File: src/rtl/tff_count_sequencer_if.sv
// tff_count_sequencer_if: control and status bundle between a controller and the T-flop count sequencer
interface tff_count_sequencer_if #(
    parameter int WIDTH = 4
);
    logic             Start_In;
    logic             Stop_In;
    logic             Dir_In;
    logic             Reload_In;
    logic [WIDTH-1:0] Limit_In;
    logic [WIDTH-1:0] Count_Out;
    logic [WIDTH-1:0] T_Out;
    logic             Busy_Out;
    logic             Done_Out;
    logic             Wrap_Out;

    modport master (
        output Start_In, Stop_In, Dir_In, Reload_In, Limit_In,
        input  Count_Out, T_Out, Busy_Out, Done_Out, Wrap_Out
    );

    modport slave (
        input  Start_In, Stop_In, Dir_In, Reload_In, Limit_In,
        output Count_Out, T_Out, Busy_Out, Done_Out, Wrap_Out
    );
endinterface

File: src/rtl/tff_count_sequencer.sv
// tff_count_sequencer: bounded up/down counter built from a T flip-flop bank with optional auto-reload
module tff_count_sequencer #(
    parameter int WIDTH = 4
) (
    input logic Clk_In,
    input logic Reset_In,
    tff_count_sequencer_if.slave bus
);
    typedef enum logic [1:0] {IDLE, RUN, DONE} state_t;

    state_t           state_q, state_d;
    logic [WIDTH-1:0] cnt_q, cnt_d;
    logic [WIDTH-1:0] lim_q, lim_d;
    logic             dir_q, dir_d;
    logic             rel_q, rel_d;
    logic             wrap_q, wrap_d;
    logic [WIDTH-1:0] tgl;
    logic [WIDTH-1:0] t_act;
    logic [WIDTH-1:0] s_val;
    logic [WIDTH-1:0] e_val;
    logic             at_end;

    assign s_val  = dir_q ? '0 : lim_q;
    assign e_val  = dir_q ? lim_q : '0;
    assign at_end = cnt_q == e_val;

    // Bit i toggles when all lower bits are 1 (up) or all 0 (down)
    assign tgl[0] = 1'b1;
    for (genvar g = 1; g < WIDTH; g++) begin : g_tgl
        assign tgl[g] = dir_q ? &cnt_q[g-1:0] : &(~cnt_q[g-1:0]);
    end

    assign t_act = (state_q == RUN && !at_end && !bus.Stop_In) ? tgl : '0;

    // Next-state, count and latch logic
    always_comb begin
        state_d = state_q;
        cnt_d   = cnt_q;
        lim_d   = lim_q;
        dir_d   = dir_q;
        rel_d   = rel_q;
        wrap_d  = 1'b0;
        case (state_q)
            RUN: begin
                if (bus.Stop_In) begin
                    state_d = IDLE;
                end else if (at_end && rel_q) begin
                    cnt_d  = s_val;
                    wrap_d = 1'b1;
                end else if (at_end) begin
                    state_d = DONE;
                end else begin
                    cnt_d = cnt_q ^ t_act;
                end
            end
            default: begin
                state_d = IDLE;
                if (!bus.Stop_In && bus.Start_In) begin
                    state_d = RUN;
                    dir_d   = bus.Dir_In;
                    lim_d   = bus.Limit_In;
                    rel_d   = bus.Reload_In;
                    cnt_d   = bus.Dir_In ? '0 : bus.Limit_In;
                end
            end
        endcase
    end

    // State and T-bank register with synchronous reset
    always_ff @(posedge Clk_In) begin
        if (Reset_In) begin
            state_q <= IDLE;
            cnt_q   <= '0;
            lim_q   <= '0;
            dir_q   <= 1'b0;
            rel_q   <= 1'b0;
            wrap_q  <= 1'b0;
        end else begin
            state_q <= state_d;
            cnt_q   <= cnt_d;
            lim_q   <= lim_d;
            dir_q   <= dir_d;
            rel_q   <= rel_d;
            wrap_q  <= wrap_d;
        end
    end

    assign bus.Count_Out = cnt_q;
    assign bus.T_Out     = t_act;
    assign bus.Busy_Out  = state_q == RUN;
    assign bus.Done_Out  = state_q == DONE;
    assign bus.Wrap_Out  = wrap_q;
endmodule

File: src/flat_wrapper.sv
// flat-port wrapper written by rule: the top's interface ports become plain ports
module tff_count_sequencer_flat 
#(
    parameter int WIDTH = 4
)
  (Clk_In, Reset_In, bus_Start_In, bus_Stop_In, bus_Dir_In, bus_Reload_In, bus_Limit_In, bus_Count_Out, bus_T_Out, bus_Busy_Out, bus_Done_Out, bus_Wrap_Out);
  tff_count_sequencer_if #(.WIDTH(WIDTH)) bus_i ();
  input logic Clk_In;
  input logic Reset_In;
  input wire logic [$bits(bus_i.Start_In)-1:0] bus_Start_In;
  input wire logic [$bits(bus_i.Stop_In)-1:0] bus_Stop_In;
  input wire logic [$bits(bus_i.Dir_In)-1:0] bus_Dir_In;
  input wire logic [$bits(bus_i.Reload_In)-1:0] bus_Reload_In;
  input wire logic [$bits(bus_i.Limit_In)-1:0] bus_Limit_In;
  output wire logic [$bits(bus_i.Count_Out)-1:0] bus_Count_Out;
  output wire logic [$bits(bus_i.T_Out)-1:0] bus_T_Out;
  output wire logic [$bits(bus_i.Busy_Out)-1:0] bus_Busy_Out;
  output wire logic [$bits(bus_i.Done_Out)-1:0] bus_Done_Out;
  output wire logic [$bits(bus_i.Wrap_Out)-1:0] bus_Wrap_Out;
  assign bus_i.Start_In = bus_Start_In;
  assign bus_i.Stop_In = bus_Stop_In;
  assign bus_i.Dir_In = bus_Dir_In;
  assign bus_i.Reload_In = bus_Reload_In;
  assign bus_i.Limit_In = bus_Limit_In;
  assign bus_Count_Out = bus_i.Count_Out;
  assign bus_T_Out = bus_i.T_Out;
  assign bus_Busy_Out = bus_i.Busy_Out;
  assign bus_Done_Out = bus_i.Done_Out;
  assign bus_Wrap_Out = bus_i.Wrap_Out;
  tff_count_sequencer #(.WIDTH(WIDTH)) u_core (.Clk_In(Clk_In), .Reset_In(Reset_In), .bus(bus_i));
endmodule
File: config.mk
export PLATFORM = sky130hd
export DESIGN_NAME = tff_count_sequencer_flat
export DESIGN_NICKNAME = d
export VERILOG_FILES = /design/src/rtl/tff_count_sequencer_if.sv /design/src/rtl/tff_count_sequencer.sv /design/src/flat_wrapper.sv
export SDC_FILE = /design/constraint.sdc
export NUM_CORES = 1
export LEC_CHECK = 0
export BUFFER_PORTS_ARGS = -buffer_cell sky130_fd_sc_hd__buf_2
export CORE_MARGIN = 5
export CORE_UTILIZATION = 40
export DETAILED_ROUTE_END_ITERATION = 10
export GPL_TIMING_DRIVEN = 0
export PLACE_DENSITY = 0.7
export SLEW_MARGIN = 20
export SYNTH_ARGS = -nofsm -noshare
export SYNTH_HDL_FRONTEND = slang
export SYNTH_SLANG_ARGS = --single-unit
File: constraint.sdc
create_clock -name Clk_In -period 5.3 [get_ports Clk_In]
set_input_delay 0 -clock Clk_In [delete_from_list [all_inputs] [get_ports Clk_In]]
set_output_delay 0 -clock Clk_In [all_outputs]
set_load 0.1 [all_outputs]
## Word level (Yosys, flattened, before mapping)

Cells that the tools add are included.

| storage, ports and cells | value |
|---|---|
| flip-flop bits (word level) | 13 |
| input bits | 10 |
| output and inout bits | 11 |
| word-level logic and storage cells | 51 |

| cells by class | value |
|---|---|
| equal/unequal tests | 7 |
| multiplexer cells | 18 |
| bitwise logic cells | 5 |
| reductions and logical operators | 15 |

Operators by type and width:

| operator | number |
|---|---|
| 4-bit two-way mux | 9 |
| 3-bit AND reduction | 3 |
| 2-bit two-way mux | 4 |
| 2-bit AND reduction | 4 |
| 3-bit != test (second input constant) | 2 |
| 1-bit two-way mux | 5 |
| 4-bit equality test | 1 |
| 1-bit logical AND | 4 |
| 4-bit bitwise XOR | 1 |
| 3-bit by 2-bit != test with 1-bit output (second input constant) | 1 |
| 3-bit inverter | 1 |
| 3-bit OR reduction | 1 |
| 2-bit by 1-bit equality test with 1-bit output (second input constant) | 1 |
| 2-bit equality test (second input constant) | 1 |
| 1-bit zero test | 2 |
| 2-bit != test (second input constant) | 1 |
| 1-bit inverter | 2 |
| 2-bit inverter | 1 |
| 2-bit nonzero test | 1 |

## Depth between registers and ports, before layout

Gate-level depths: netlist (run 1).

| logic depth | value |
|---|---|
| depth in word-level cells | 11 |
| mapped depth | 8 |
| mapped depth without buffers | 7 |

## Worst setup path before layout (run 1)

No wires, ideal clock.

| timing | value |
|---|---|
| kind | reg-to-reg |
| start | register u_core.cnt_q[1] (netlist: u_core.bus.Count_Out[1]) |
| end | register u_core.cnt_q[2] (netlist: u_core.bus.Count_Out[2]) |
| setup time | 118 ps |
| arrival time | 3,663 ps |
| data required time | 5,182 ps |
| path slack | 1,519 ps |
| stages on the path, launching flop included | 9 |
| buffers on the path | 2 |
| clock period less this slack | 3,781 ps |
| path through | dfxtp_1 buf_2 nand4b_1 o22ai_1 o22a_1 buf_6 nor2_1 o2111ai_1 a32o_1 |

| on the way | value |
|---|---|
| word-level cells in the longest chain between the ends | 10 |
| elaborated cells on any way between the ends | 17 |
| classes of those cells | eq/ne: 2; mux: 6; bitwise: 2; reduce/logical: 7 |

Ends and longest elaborated chain:

| element | line | text |
|---|---|---|
| start, declared | tff_count_sequencer.sv:12 | `logic [WIDTH-1:0] cnt_q, cnt_d;` |
| start signal, assigned | tff_count_sequencer.sv:80 | `cnt_q <= cnt_d;` |
| 4-bit equality test | tff_count_sequencer.sv:25 | `assign at_end = cnt_q == e_val;` |
| 1-bit zero test | tff_count_sequencer.sv:33 | `assign t_act = (state_q == RUN && !at_end && !bus.Stop_In) ? tgl : '0;` |
| 1-bit logical AND (2 in series) | tff_count_sequencer.sv:33 |  |
| 4-bit two-way mux (*) | tff_count_sequencer.sv:33 |  |
| via bus_T_Out[2] | flat_wrapper.sv:16 | `output wire logic [$bits(bus_i.T_Out)-1:0] bus_T_Out;` |
| 4-bit bitwise XOR (*) | tff_count_sequencer.sv:53 | `cnt_d = cnt_q ^ t_act;` |
| 4-bit two-way mux (*) | tff_count_sequencer.sv:50 | `end else if (at_end) begin` |
| 4-bit two-way mux (*) | tff_count_sequencer.sv:47 | `end else if (at_end && rel_q) begin` |
| 4-bit two-way mux (*) | tff_count_sequencer.sv:45 | `if (bus.Stop_In) begin` |
| 4-bit two-way mux (*) | tff_count_sequencer.sv:43 | `case (state_q)` |

Mark *: on every way through the listed nets, which the timed path passes. The rest lies on a longest branch. The select of a mux whose other input is x is not followed.
A chain may end at the register's enable or synchronous reset.

## Worst setup path after layout (run 1)

| timing | value |
|---|---|
| start | register u_core.cnt_q[1] (netlist: u_core.bus.Count_Out[1]) |
| end | output bus_T_Out[3] |

| on the way | value |
|---|---|
| word-level cells in the longest chain between the ends | 5 |
| elaborated cells on any way between the ends | 9 |
| classes of those cells | eq/ne: 1; mux: 2; bitwise: 1; reduce/logical: 5 |

Ends and longest elaborated chain:

| element | line |
|---|---|
| 4-bit equality test | tff_count_sequencer.sv:25 |
| 1-bit zero test | tff_count_sequencer.sv:33 |
| 1-bit logical AND (2 in series) | tff_count_sequencer.sv:33 |
| 4-bit two-way mux (*) | tff_count_sequencer.sv:33 |
| end, declared | flat_wrapper.sv:16 |

Every way passes the cells marked *; elsewhere a longest branch is shown, timed or not.

==> results of run 1 <==
metal layers:
layer	GRT usage (%)	wire [um]	part of all wire, %	up-vias
li1	-	-	-	470
met1	21.16	1096	44	466
met2	27.26	1198	48	54
met4	5.298	19	0.76	0
met3	2.673	194	7.7	3
met5	0	0	0	-
synth_stat cells, types with 2 or more instances:
cell type	number
o21a_1	2
buf_6	2
a21o_1	2
nor3_1	8
o2111ai_1	3
o22ai_1	2
nand3_1	2
dfxtp_1	13
nand4_1	3
clkbuf_1	2
nor2_1	14
o21ai_0	2
inv_1	4
nand2b_1	3
and3_2	2
buf_2	2
xor2_1	2
a21oi_1	5
nor2b_1	2
mux2i_1	8
tightest hold or removal path, stage by stage:
cell,delay [ps]
buf_2,110
mux2i_1,70
nor2_1,70
cell type report:
cell class	instances	area [um^2]
fillers	228	1072
clock buffers	4	26.28
repair buffers	25	150.1
multi-input cells	84	576.8
plain buffers	8	51.30
inverters	5	18.77
well taps	28	35.03
flip-flops and latches	13	260.3
worst max-delay path by stage:
stage / startpoint / endpoint / depth (start not counted)
after floorplan: u_core.bus.Count_Out[1]$_SDFFE_PP0P_ / u_core.bus.Count_Out[2]$_SDFFE_PP0P_ / 8
after global placement: u_core.bus.Count_Out[1]$_SDFFE_PP0P_ / bus_T_Out[3] / 7
after detailed placement: u_core.bus.Count_Out[2]$_SDFFE_PP0P_ / bus_T_Out[3] / 6
after CTS: u_core.bus.Count_Out[1]$_SDFFE_PP0P_ / bus_T_Out[3] / 7
after global routing: u_core.bus.Count_Out[1]$_SDFFE_PP0P_ / bus_T_Out[3] / 7
final: u_core.bus.Count_Out[1]$_SDFFE_PP0P_ / bus_T_Out[3] / 7
power groups by stage:
| stage | Clock (mW) | Sequential (mW) | Combinational [mW] |
|---|---|---|---|
| 6_report | 0.0636 | 0.107 | 0.0867 |
| 5_1_grt | 0.0712 | 0.108 | 0.0927 |
| 4_1_cts | 0.0662 | 0.107 | 0.0858 |
| 3_5_place_dp | 0 | 0.109 | 0.0821 |
| 3_3_place_gp | 0 | 0.109 | 0.0811 |
| 2_1_floorplan | 0 | 0.120 | 0.0533 |
through the flow:
| stage | hold slack, ps | worst slack [ps] | power [mW] | area, um^2 | util, % |
|---|---|---|---|---|---|
| 2_1_floorplan | 147.4 | 1519 | 0.1732 | 907.1 | - |
| 3_3_place_gp | 241.2 | 3196 | 0.1900 | 1042 | 47.57 |
| 3_5_place_dp | 246.6 | 3144 | 0.1913 | 1042 | 47.57 |
| 4_1_cts | 1.165 | 2779 | 0.2588 | 1119 | 51.06 |
| 5_1_grt | 28.04 | 2542 | 0.2716 | 1119 | 51.06 |
| 6_report | -1.579 | 2766 | 0.2572 | 1119 | 51.06 |
what timing repair did:
action,4_1_cts,5_1_grt
hold buffers,5,0
endpoints found under the hold margin,5,0
resized for setup,0,0
sequential cells by signal (all words and copies together), names as in the netlist:
signal and flops:
u_core.bus.Count_Out 4, u_core.lim_q 4, u_core.state_q 2, u_core.bus.Wrap_Out 1, u_core.dir_q 1, u_core.rel_q 1
cells by family after synthesis:
group / synth area share, %
AO/OA/AOI/OAI: 26.35
XOR/XNOR: 2.897
buffers and inverters: 7.723
flip-flops: 28.69
multiplexers: 8.828
AND/OR/NAND/NOR: 25.52
==> impl_metrics.ini, run 1 <==
[critical_path]
reg2regPathDepth = 7
path_cells = buf_2, nand4b_1, o22ai_1, o22ai_1, nand2b_1, nor2_1, buf_2
worst-path-max-fanout = 9
cp.arrival_ps = 2530
critPathLaunchType = flip-flop
reg2reg_slack_ps = 3130
cp_data_required_time_ps = 5300
path_class = flip-flop to primary output
regToRegStartpoint = u_core.dir_q$_SDFFE_PP0P_
crit_family = compound AO/OA/AOI/OAI gates
crit_slowest_cell = o22ai_1
critical_path.endpoint_type = primary output
cp_num_buf_inv = 2
slowest_delay_ps = 560
reg2reg_to = u_core.bus.Count_Out[2]$_SDFFE_PP0P_

[clocking]
cts_made_buffers = 3
clockBufferDepth = 2
cts_tree = done
clock_latency_ps = 280
cts_root_buffer = clkbuf_4
htreeDepth = 1
cts_setup_buffers = 0
cts.reportedPaths.clkPinSlew_ps = 80
cts.sinks = 13

[power]
ir_drop_mv = 0.1084
power.switching_uw = 96.93
power.leakage_nw = 0.4928
clkPwrFrac_pct = 24.7
internal_power_uw = 160.3
sw_frac_of_total_pct = 37.69
power.density_mw_per_mm2 = 229.9
p_seq_share_pct = 41.6
comb_power_share_pct = 33.7

[global_route]
grt_pass1_wl_um = 4271
grt_max_degree = 11
antenna_found_initial = 0
grt_pass1_vias = 902
grt-ovfl-total = 0
grt.total_usage_pct = 16.27

[floorplanning]
fp.dieH_um = 57.62
ios = 21
die_w_um = 57.62
num_rows = 17
start_util_pct = 41.40
coreArea_mm2 = 0.002191
dieArea_mm2 = 0.003320

[placed_design]
dp_hpwl_um = 1775
io_buffers = 20
placedCellCount = 158
gp_congestion = 0.8724

[timing]
finalHoldViolCount = 1
tightest_slew_ps = 634.7
slew_headroom_pct = 57.69
fin_setup_tns_ps = 0
fin_skew_ps = 1.132
whs_ps = -1.579
setup_viol = 0
rsz0062_at_grt = false
slew_viol_final = 0
fmax_ghz = 0.3947
fin_crit_ps = 2534
post-route-period-util_pct = 47.81

[yosys]
synthDistinctLibCells = 47
async_reset_ff_share_pct = 0
ys_ff_latch = 13
syn_area_um2 = 907.1
synth-edff-count = 0
synthTopCellsByArea = dfxtp_1 (29%), mux2i_1 (8.8%), nor2_1 (5.8%)
yosysSeqAreaShare_pct = 28.69
yosysWarnings = 0
synth_flop_cell = dfxtp_1
syn-instance-count = 110
synth_top_area_cell = dfxtp_1
synth_top_area_share_pct = 28.69
syn_area_per_cell_um2 = 8.247
synth_nets = 120

[drt]
drtIter0Drc = 76
post-route-drc-count = 0
finalWirelength_um = 2509
post_drt_wl_per_cell_um = 15.02
vias_per_cell = 5.946
via_count = 993
ant_nets = 0
firstDrtPassIters = 5

[hold_path]
worstHoldEndpoint = u_core.lim_q[3]$_SDFFE_PP0P_
hold_class = input port to flip-flop
hold_path_depth = 3
hp-start = bus_Limit_In[3]

[run_status]
run_status = finished with violations
violations = negative hold slack

[finish]
layoutNonFillerInstCount = 167
layout_commonest_cell = buf_2
finalNetCount = 150
final_layout_size_suffix_gt1_share_pct = 24.46
antenna_cells = 0
area_delta_synth_final_pct = 23.31
layout_common_cells = buf_2 (22), nor2_1 (14), dfxtp_1 (13)

[flow_run]
cap_violations = 0
Note: power is estimated with default switching activity, not from simulation.
==> run 2: changes to the inputs <==
Clock period 5.3 ns to 2.4 ns, I/O delays scaled along.
==> run 2 against run 1 <==
The flow now finishes without violations; highest routed layer unchanged; critical path depth is the same; sequential power rose by 120%; combinational power increased by 130%; critical endpoint unchanged.
==> impl_metrics.ini, run 2 (synthesis results as in run 1) <==
[run_status]
run_status = finished, final reports clean

[clocking]
cts.reportedPaths.clkPinSlew_ps = 90
cts_made_buffers = 3
clock_latency_ps = 290
clockBufferDepth = 2
cts_root_buffer = clkbuf_4
htreeDepth = 1
cts_tree = done
cts.sinks = 13

[timing]
fmax_ghz = 0.4396
fin_skew_ps = 2.799
setup_viol = 0
finalHoldViolCount = 0
fin_setup_tns_ps = 0
fin_crit_ps = 2275
slew_headroom_pct = 61.83
post-route-period-util_pct = 94.78
layout_setup_ws_ps = 125.4
rsz0062_at_grt = false
slew_viol_final = 0
tightest_slew_ps = 568.2

[placed_design]
placedCellCount = 158
io_buffers = 20
dp_hpwl_um = 1862
dp_slack_ps = 101.0
gp_congestion = 0.9407

[power]
internal_power_uw = 357.5
comb_power_share_pct = 34.7
p_seq_share_pct = 40.4
power.leakage_nw = 0.5019
ir_drop_mv = 0.3675
sw_frac_of_total_pct = 38.74
clkPwrFrac_pct = 24.9
power.switching_uw = 226.1
finalPower_uw = 583.6
power.density_mw_per_mm2 = 493.1

[hold_path]
hold_class = input port to flip-flop

[critical_path]
cp_num_buf_inv = 2
critical_path.endpoint_type = primary output
path_class = flip-flop to primary output
crit_slowest_cell = o22ai_2
critPathLaunchType = flip-flop
worst-path-max-fanout = 9
path_cells = buf_2, nand4b_1, o22ai_2, o22ai_2, nand2b_1, nor2_4, clkbuf_4
slowest_delay_ps = 380
crit_top_cell = o22ai_2
cp_data_required_time_ps = 2400
crit_family = simple AND/OR/NAND/NOR gates
cp.arrival_ps = 2270

[floorplanning]
num_rows = 17
coreArea_mm2 = 0.002191
die_w_um = 57.62
dieArea_mm2 = 0.003320
start_util_pct = 41.40
ios = 21
fp.dieH_um = 57.62

[drt]
route.met2.wl_um = 1227
via_count = 979
vias_per_cell = 5.827
ant_nets = 0
finalWirelength_um = 2594
post_drt_wl_per_cell_um = 15.44
met3_length_um = 147
post-route-drc-count = 0
wl_met1_um = 1132
top_layer = met4
drtIter0Drc = 29
firstDrtPassIters = 4

[global_route]
grt-ovfl-total = 0
grt_max_degree = 11
grt_pass1_vias = 876
antenna_found_initial = 0
grt_pass1_wl_um = 4195
grt.total_usage_pct = 16.21

[finish]
utilization_pct = 54.03
layoutNonFillerInstCount = 168
final_layout_size_suffix_gt1_share_pct = 30.71
antenna_cells = 0
area_delta_synth_final_pct = 30.48
layout_common_cells = buf_2 (19), nor2_1 (11), dfxtp_1 (9)
finalNetCount = 151
nFillCells = 205
layout_commonest_cell = buf_2

[flow_run]
cap_violations = 0
run 2: cell types whose count changed in the layout (fill, tap and decap cells not counted):
cell	previous run	this run
buf_2	22	19
clkbuf_4	3	6
dfxtp_1	13	9
dfxtp_2	0	2
dfxtp_4	0	2
dlygate4sd3_1	5	6
inv_2	1	0
inv_4	0	1
nor2_1	14	11
nor2_4	0	3
o22ai_1	2	0
o22ai_2	0	2
run 2: metal layers:
layer	global-route usage [%]	vias to the layer above
met5	0	-
met4	8.278	0
met3	2.227	9
met2	26.45	36
met1	20.70	456
li1	-	478
run 2: worst paths after layout:
path | from | to | slack, ps | cells past startpoint
max | u_core.bus.Count_Out[1]$_SDFFE_PP0P_ | bus_T_Out[3] | 130 | 7
min reg2reg | u_core.bus.Count_Out[3]$_SDFFE_PP0P_ | u_core.bus.Count_Out[3]$_SDFFE_PP0P_ | 550 | 2
max reg2reg | u_core.bus.Count_Out[1]$_SDFFE_PP0P_ | u_core.bus.Count_Out[3]$_SDFFE_PP0P_ | 260 | 8
min | Reset_In | u_core.state_q[0]$_SDFFE_PP0P_ | 20 | 3
run 2: area by class of cell:
type | count | area, um^2 | share of cell area (%)
Inverter | 5 | 21.27 | 1.797
Sequential cell | 13 | 270.3 | 22.83
Timing Repair Buffer | 26 | 167.7 | 14.16
Tap cell | 28 | 35.03 | 2.960
Buffer | 8 | 51.30 | 4.334
Clock buffer | 4 | 26.28 | 2.220
Multi-Input combinational cell | 84 | 611.8 | 51.69
run 2: what timing repair did:
item	CTS	global route
resized for setup	1	4
hold endpoints to repair	6	0
gates cloned	0	0
endpoints found under the setup margin	3	3
hold buffers	6	0
setup buffers	0	0
run 2: power by group through the flow:
stage	registers [mW]	logic [mW]	clock network, mW
after global routing	0.237	0.216	0.149
after detailed placement	0.240	0.190	0
after CTS	0.235	0.199	0.143
after floorplan	0.265	0.124	0
final	0.236	0.203	0.145
after global placement	0.240	0.188	0
run 2: worst register-to-register path, stage by stage (launching register included):
cell      delay [ps]
dfxtp_4          340
buf_2            190
nand4b_1         150
o22ai_2          130
o22a_1           250
buf_6            150
or4_1            470
a31o_1           230
a21oi_1          140
run 2: per-stage QoR:
stage                     instance area (um^2)  hold slack [ps]
after floorplan                          942.2            147.4
after global placement                    1077            238.9
after detailed placement                  1077            250.8
after CTS                                 1170            25.39
after global routing                      1184            43.94
final                                     1184            20.89
